File: config.mk
export PLATFORM = sky130hd
export DESIGN_NAME = multi_dice
export DESIGN_NICKNAME = d
export VERILOG_FILES = /design/src/rtl/multi_dice.sv
export SDC_FILE = /design/constraint.sdc
export NUM_CORES = 1
export LEC_CHECK = 0
export CAP_MARGIN = 20
export CORE_MARGIN = 2
export CORE_UTILIZATION = 35
export DETAILED_ROUTE_END_ITERATION = 7
export PLACE_DENSITY = 0.51
export REMOVE_ABC_BUFFERS = 1
export SLEW_MARGIN = 20
export SYNTH_ARGS = -nofsm -noshare
export SYNTH_HDL_FRONTEND = slang
export SYNTH_SLANG_ARGS = --single-unit
File: constraint.sdc
create_clock -name CLK -period 4.15 [get_ports CLK]
set_input_delay 1.0375 -clock CLK [delete_from_list [all_inputs] [get_ports CLK]]
set_output_delay 1.0375 -clock CLK [all_outputs]
set_load 0.005 [all_outputs]
File: src/rtl/multi_dice.sv
// multi_dice: N-die roller with rejection sampling, a per-die hold mask,
// a roll-done pulse, a binary sum and a multiplexed 7-segment driver.
//
// Ports:
//   CLK      clock
//   RST_N    asynchronous active-low reset (released synchronously upstream)
//   ROLL     roll request, acts on its rising edge
//   HOLD     per-die freeze mask, captured when a roll starts
//   VALUES   die i value in [4i+3:4i], binary 1..SIDES
//   SUM      sum of all die values
//   ROLLING  high while a roll is in progress
//   DONE     one-cycle pulse when a roll completes
//   SEG      [6:0] segments g..a of the scanned die (active-high), [7] dp
//   DIG      one-hot digit enable, bit i selects die i
module multi_dice #(
  parameter int          NDICE     = 2,
  parameter int          SIDES     = 6,
  parameter int          DIV_START = 2,
  parameter int          DIV_END   = 160,
  parameter int          SCAN_DIV  = 16,
  parameter logic [15:0] SEED      = 16'hACE1
) (
  input  logic                 CLK,
  input  logic                 RST_N,
  input  logic                 ROLL,
  input  logic [NDICE-1:0]     HOLD,
  output logic [4*NDICE-1:0]   VALUES,
  output logic [5:0]           SUM,
  output logic                 ROLLING,
  output logic                 DONE,
  output logic [7:0]           SEG,
  output logic [NDICE-1:0]     DIG
);

  localparam int          W         = $clog2(SIDES);
  localparam int          SCW       = (SCAN_DIV > 1) ? $clog2(SCAN_DIV) : 1;
  localparam logic [15:0] CAND_MASK = 16'((1 << W) - 1);

  typedef enum logic [1:0] {ST_IDLE, ST_ROLL, ST_SETTLE} state_t;

  state_t           state_q;
  logic [15:0]      lfsr_q, lfsr_d;
  logic [15:0]      rc_q;
  logic             roll_q;
  logic [7:0]       cnt_q;
  logic [7:0]       div_q;
  logic [NDICE-1:0] held_q;
  logic [NDICE-1:0] pending_q, pending_d;
  logic [3:0]       die_q [NDICE];
  logic             rolling_q;
  logic             done_q;
  logic [SCW-1:0]   scan_q, scan_d;
  logic [NDICE-1:0] dig_q, dig_rot;

  logic [15:0]      rnd;
  logic             roll_edge;
  logic             tick;
  logic             scan_wrap;
  logic [3:0]       cand [NDICE];
  logic [NDICE-1:0] accept;
  logic [3:0]       sel_val;
  logic [6:0]       seg7;
  logic [5:0]       sum_v;

  // Randomness: LFSR plus a free-running counter, both advancing every cycle
  assign lfsr_d    = {lfsr_q[0], lfsr_q[15], lfsr_q[14] ^ lfsr_q[0], lfsr_q[13] ^ lfsr_q[0],
                      lfsr_q[12], lfsr_q[11] ^ lfsr_q[0], lfsr_q[10:1]};
  assign rnd       = lfsr_q + rc_q;
  assign roll_edge = ROLL & ~roll_q;
  assign tick      = (state_q == ST_ROLL) && (cnt_q == div_q - 8'd1);

  genvar gi;
  generate
    for (gi = 0; gi < NDICE; gi++) begin : g_die
      // Candidate for die gi comes from its own nibble of rnd; values >= SIDES are rejected
      assign cand[gi]           = 4'((rnd >> (4 * gi)) & CAND_MASK);
      assign accept[gi]         = cand[gi] < 4'(SIDES);
      assign VALUES[4*gi +: 4]  = die_q[gi];
      assign dig_rot[gi]        = dig_q[(gi + NDICE - 1) % NDICE];
    end
  endgenerate

  // A restart drops all pending work; otherwise rejected dice stay pending
  // and a tick re-arms every die that is not held.
  always_comb begin
    pending_d = {NDICE{1'b0}};
    if (!roll_edge) begin
      pending_d = (pending_q & ~accept) | (tick ? ~held_q : {NDICE{1'b0}});
    end
  end

  always_ff @(posedge CLK or negedge RST_N) begin
    if (!RST_N) begin
      lfsr_q    <= SEED;
      rc_q      <= 16'd0;
      roll_q    <= 1'b1;
      pending_q <= {NDICE{1'b0}};
    end else begin
      lfsr_q    <= lfsr_d;
      rc_q      <= rc_q + 16'd1;
      roll_q    <= ROLL;
      pending_q <= pending_d;
    end
  end

  always_ff @(posedge CLK or negedge RST_N) begin
    if (!RST_N) begin
      for (int i = 0; i < NDICE; i++) die_q[i] <= 4'd1;
    end else if (!roll_edge) begin
      for (int i = 0; i < NDICE; i++) begin
        if (pending_q[i] && accept[i]) die_q[i] <= cand[i] + 4'd1;
      end
    end
  end

  // Roll sequencer: the tick interval grows by one each tick until DIV_END
  always_ff @(posedge CLK or negedge RST_N) begin
    if (!RST_N) begin
      state_q   <= ST_IDLE;
      cnt_q     <= 8'd0;
      div_q     <= 8'(DIV_START);
      held_q    <= {NDICE{1'b0}};
      rolling_q <= 1'b0;
      done_q    <= 1'b0;
    end else begin
      done_q <= 1'b0;
      if (roll_edge) begin
        state_q   <= ST_ROLL;
        cnt_q     <= 8'd0;
        div_q     <= 8'(DIV_START);
        held_q    <= HOLD;
        rolling_q <= 1'b1;
      end else begin
        case (state_q)
          ST_ROLL: begin
            if (tick) begin
              cnt_q <= 8'd0;
              div_q <= div_q + 8'd1;
              if ((div_q + 8'd1) == 8'(DIV_END)) state_q <= ST_SETTLE;
            end else begin
              cnt_q <= cnt_q + 8'd1;
            end
          end
          ST_SETTLE: begin
            // Finish in the cycle the last pending die resolves
            if (pending_d == {NDICE{1'b0}}) begin
              state_q   <= ST_IDLE;
              done_q    <= 1'b1;
              rolling_q <= 1'b0;
            end
          end
          default: ;
        endcase
      end
    end
  end

  // Display scan
  assign scan_wrap = (scan_q == SCW'(SCAN_DIV - 1));
  assign scan_d    = scan_wrap ? {SCW{1'b0}} : scan_q + {{(SCW-1){1'b0}}, 1'b1};

  always_ff @(posedge CLK or negedge RST_N) begin
    if (!RST_N) begin
      scan_q <= {SCW{1'b0}};
      dig_q  <= NDICE'(1);
    end else begin
      scan_q <= scan_d;
      if (scan_wrap) dig_q <= dig_rot;
    end
  end

  always_comb begin
    sel_val = 4'd0;
    for (int i = 0; i < NDICE; i++) begin
      if (dig_q[i]) sel_val = sel_val | die_q[i];
    end
  end

  always_comb begin
    case (sel_val)
      4'd1:    seg7 = 7'b0000110;
      4'd2:    seg7 = 7'b1011011;
      4'd3:    seg7 = 7'b1001111;
      4'd4:    seg7 = 7'b1100110;
      4'd5:    seg7 = 7'b1101101;
      4'd6:    seg7 = 7'b1111101;
      4'd7:    seg7 = 7'b0000111;
      4'd8:    seg7 = 7'b1111111;
      4'd9:    seg7 = 7'b1101111;
      default: seg7 = 7'b0000000;
    endcase
  end

  always_comb begin
    sum_v = 6'd0;
    for (int i = 0; i < NDICE; i++) sum_v = sum_v + {2'b00, die_q[i]};
  end

  assign SUM     = sum_v;
  assign ROLLING = rolling_q;
  assign DONE    = done_q;
  assign SEG     = {~rolling_q, seg7};
  assign DIG     = dig_q;

endmodule

Word level (Yosys, flattened, before mapping)
Memories as Yosys holds them, arrays and structs flattened. Index checks and enable logic that the tools add are counted.

Input port bits: 5. Register bits: 71. Output and inout port bits: 26. Memories: 1. Word-level logic and storage cells: 82. ROM bits: 112.

Equal/unequal tests: 8. Mux-type cells: 22. Add/subtract/negate cells: 9. Magnitude comparators: 2. Bitwise operators: 12. Reduce and logical (&&, ||, !) cells: 14.

Memory list: (name not given) (words 16, bits a word 7, read ports 1, clocked after memory_dff 0, wr ports 0, line 180) `case (sel_val)`.

Operator list (count): $mux W8 (6); $add A16 B1 Y16 const B (1); $add A8 B1 Y8 const B (2); $mux W2 (6); $mux W4 (3); $add A3 B1 Y4 const B (2); $eq A8 B8 Y1 (1); $eq A8 B8 Y1 const B (1); $reduce_and A2 Y1 (4); $reduce_bool A2 Y1 (4); $sub A8 B1 Y8 const B (1); $add A7 B7 Y7 (1); $lt A3 B3 Y1 const B (2); $mux W1 (6); $ne A3 B3 Y1 const B (2); $add A4 B4 Y5 (1); $add A4 B1 Y4 const B (1); $eq A4 B4 Y1 const B (1); $not A2 Y2 (2); $or A4 B4 Y4 (1); $pmux W2 S2 (1); $reduce_and A4 Y1 (1); $logic_and A1 B1 Y1 (3); $ne A3 B2 Y1 const B (1); 9 further kinds (13).

Logic depth before layout (Yosys ltp)
Depth after elaboration: 10. Depth in mapped cells: 11. Mapped depth without buffers: 8.

Worst setup path after synthesis
OpenSTA, ideal clock, no wires.

Path kind: reg-to-output. Start point: reg dig_q[0], in the netlist DIG[0]. End point: out SEG[1]. Data arrival time: 1.442 ns. Data required time: 3.113 ns. Path slack: 1.670 ns. Buffers on the path: 1. Stages on the path, launching flop included: 8. Cells stage by stage: dfstp_2 clkbuf_1 a22oi_1 inv_1 ha_1 nand2_1 nand3_1 nand2_1.

Word-level cells in the longest chain between the ends: 4.

RTL lines: start, declared (line 53) `logic [NDICE-1:0] dig_q, dig_rot;`; start signal, assigned (line 168) `if (scan_wrap) dig_q <= dig_rot;`; $mux W4 (*) (line 175) `if (dig_q[i]) sel_val = sel_val | die_q[i];`; $or A4 B4 Y4 (line 175); $mux W4 (*) (line 175); $mem_v2 Z16 W7 (*); end, declared (line 31) `output logic [7:0] SEG,`.

Mark *: on every way between the ends. The rest lies on a longest branch, timed or not.

Worst setup path after layout
Start point: reg die_q (netlist bit VALUES[4]). End point: out SUM[4].

Word-level cells in the longest chain between the ends: 1.

RTL lines: start, declared (line 49) `logic [3:0] die_q [NDICE];`; start signal, assigned by index (line 111) `if (pending_q[i] && accept[i]) die_q[i] <= cand[i] + 4'd1;`; $add A4 B4 Y5 (line 196) `for (int i = 0; i < NDICE; i++) sum_v = sum_v + {2'b00, die_q[i]};`; end, declared (line 28) `output logic [5:0] SUM,`.

No other way between the ends.

==> impl_metrics.json <==
{
  "run_status": "complete, no violations",
  "synth_edf_count": 0,
  "finalWirelength_um": 7340,
  "tritoncts": "built",
  "netlist_top_cells_area": "dfrtp_1 35%, dfstp_2 9.8%, ha_1 7.2%",
  "finalWeightedCongestion": 0.808,
  "start_util_pct": 35.9,
  "worst_hold_path_type": "reg2reg",
  "detailroute.via_count": 2629,
  "layout_min_cycle_time_ps": 3330,
  "h_tree_levels": 3,
  "finClkSkew_ps": 7.16,
  "worst-endpoint-arrival_ps": 2290,
  "static-leakage-power_nw": 1.87,
  "ratio_of_total_power_to_cell_area_nw_per_um2": 465,
  "highest_count_cells_in_the_layout_ignoring_fill_and_taps": "49 x dfrtp_1, 34 x nand2_1, 28 x clkdlybuf4s50_1",
  "dp_hpwl_um": 5400,
  "layout.cells.most_common": "dfrtp_1",
  "clock-root-buffer": "clkbuf_8",
  "mappedNetlistArea_um2": 3490,
  "p_total_mw": 1.91,
  "ff_latch_area_um2": 1570,
  "cts_hold_repair.buffers": 0,
  "fp.dieW_um": 104,
  "fillers": 951,
  "internal_power_mw": 1.26,
  "critPathMaxFanout": 4,
  "tritoncts.num_buffers": 9,
  "ys_warn_count": 0,
  "grt_max_degree": 42,
  "core_region_um2": 9730,
  "achievable-frequency_ghz": 0.301,
  "finalNonFillerCells": 518,
  "syn-mean-instance-area_um2": 9.95,
  "clock-sinks": 62,
  "synth_seq_area_share_pct": 44.9,
  "gr-total-overflow": 0,
  "timing_worst_slew_pin_value_ps": 706,
  "critPathRequiredTime_ps": 3110,
  "ios": 31,
  "slew_violations": 0,
  "antenna_violations_before_repair": 0,
  "antenna_cells": 0,
  "cts-root-to-sink-buffers": 2,
  "drive_above_1_share_pct": 12.5,
  "postCtsSetupBuffers": 0,
  "first_pass_grt_wire_length_um": 12800,
  "first_global_vias": 2577,
  "synth.top_cell.area_share_pct": 35.1,
  "fin_tns_setup_ps": 0,
  "detailedRoute.firstIterationViolations": 132,
  "fp.dieH_um": 104,
  "max-vdd-ir-drop_v": 0.000229,
  "most_common_flop_cell_mapped_by_yosys": "dfrtp_1",
  "clkLatencyLatePin_ps": 340,
  "path_clk_slew_ps": 80,
  "drv.max_cap_violation_count": 0,
  "quantity_of_i_o_buffers_inserted_on_ports": 29,
  "final_core_utilization_pct": 42.2,
  "hold_viol_final": 0,
  "synth_cells": 351,
  "final.period_utilization_pct": 80.1,
  "worstSetupPathType": "reg2out",
  "share_comb_of_total_power_pct": 31.9,
  "final_antenna_net_count": 0,
  "finalNetCount": 407,
  "grt_setup_unrepaired": "false",
  "pre_antenna_drt_iters": 4,
  "cp-start-kind": "flop",
  "crit_path_end_kind": "output pin",
  "row_count": 36,
  "post_drt_wl_per_cell_um": 14.2,
  "synth.lib_cells_used.distinct": 58,
  "remaining_drc_errors": 0,
  "cts.repair.resized": 0,
  "multi_input_comb_area_um2": 1780,
  "die_area_um2": 10800,
  "grt_use_total_pct": 14.7,
  "report.final.setup_viol": 0,
  "synth_seq_cells": 62,
  "async_flop_share_pct": 100,
  "p_clk_share_pct": 27.7,
  "power.switching_fraction_pct": 33.9,
  "p_switching_uw": 649,
  "slew_headroom_pct": 52.3,
  "proportion_of_power_drawn_by_flip_flops_and_latches_pct": 40.3,
  "vias_per_cell": 5.08,
  "yosys.area.top_type": "dfrtp_1",
  "dp.cells": 501,
  "area_growth_pct": 17.7
}
synthesized netlist by cell type (3+ instances only):
| cell | count |
|---|---|
| and3_1 | 13 |
| a211oi_1 | 3 |
| nand3_1 | 19 |
| xor2_1 | 15 |
| dfrtp_1 | 49 |
| nand4_1 | 5 |
| nor3_1 | 11 |
| buf_2 | 4 |
| inv_1 | 15 |
| o211ai_1 | 4 |
| nor2_1 | 19 |
| ha_1 | 20 |
| a22o_1 | 3 |
| o21ai_0 | 26 |
| a31o_1 | 3 |
| xnor2_1 | 11 |
| nand2b_1 | 8 |
| a21o_1 | 3 |
| a22oi_1 | 3 |
| a31oi_1 | 9 |
| mux2_2 | 3 |
| clkbuf_1 | 8 |
| buf_4 | 3 |
| a21oi_1 | 8 |
| dfstp_2 | 13 |
| o21a_1 | 3 |
| nand2_1 | 34 |
kinds of logic (layout without fill, tap and decap cells):
| logic type | Yosys count | in the layout | share of synthesized area, % |
|---|---|---|---|
| AND/OR/NAND/NOR | 121 | 121 | 17.2 |
| flip-flops | 62 | 62 | 44.9 |
| other | 1 | 1 | 0.107 |
| buffers and inverters | 31 | 65 | 4.01 |
| adder cells (fa/ha/maj) | 22 | 22 | 8.31 |
| AO/OA/AOI/OAI | 81 | 81 | 16.7 |
| multiplexers | 6 | 6 | 1.86 |
| XOR/XNOR | 27 | 27 | 6.99 |
routing by layer:
layer | up-vias | global-route usage (%) | share of wire [%]
met1 | 1264 | 19.1 | 48
li1 | 1309 | - | -
met2 | 48 | 24.1 | 47
met4 | 0 | 4.34 | 1.2
met5 | - | 0 | 0
met3 | 8 | 4.14 | 3.7
flip-flops by register name (all words and copies together) (netlist names):
| register | flops |
|---|---|
| state_q | 2 |
| scan_q | 4 |
| VALUES | 8 |
| cnt_q | 8 |
| roll_q | 1 |
| div_q | 8 |
| held_q | 2 |
| ROLLING | 1 |
| pending_q | 2 |
| lfsr_q | 16 |
| DIG | 2 |
| DONE | 1 |
| rc_q | 7 |
final cells by class:
cell class,instances,share of cell area [%]
Multi-Input combinational cell,258,43.4
Sequential cell,62,38.2
Timing Repair Buffer,34,8.16
Tap cell,133,4.05
Clock buffer,9,3.01
Clock inverter,7,1.83
Inverter,15,1.37
power by group through the flow:
stage / clock network (mW) / logic, mW / registers, mW
2_1_floorplan: 0 / 0.374 / 0.756
3_3_place_gp: 0 / 0.619 / 0.778
3_5_place_dp: 0 / 0.619 / 0.784
4_1_cts: 0.549 / 0.622 / 0.773
5_1_grt: 0.575 / 0.690 / 0.787
6_report: 0.530 / 0.610 / 0.771
stage by stage:
stage	setup slack, ps	area (um2)	hold slack (ps)
global route	657	4110	370
detailed placement	1170	3890	341
floorplan	1730	3410	331
CTS	796	4090	358
finish	824	4110	354
global placement	1190	3890	336
worst max-delay path, stage by stage (launching register included):
cell and delay [ps]:
dfstp_2 570, ha_1 170, inv_1 50, fa_1 400
nor2b_1 120, o21ai_0 80, nand2b_1 70, clkdlybuf4s50_1 490
worst paths after layout:
kind,start,to,slack (ps),depth (start not counted)
setup / recovery,VALUES[4],SUM[4],820,7
hold / removal,lfsr_q[9],lfsr_q[8],350,0
setup reg to reg,div_q[0],state_q[0],1400,8
hold reg to reg,lfsr_q[9],lfsr_q[8],350,0
max in group asynchronous,RST_N,DIG[0],2930,2
min in group asynchronous,RST_N,lfsr_q[12],570,1
(Power assumes the default switching activity.)
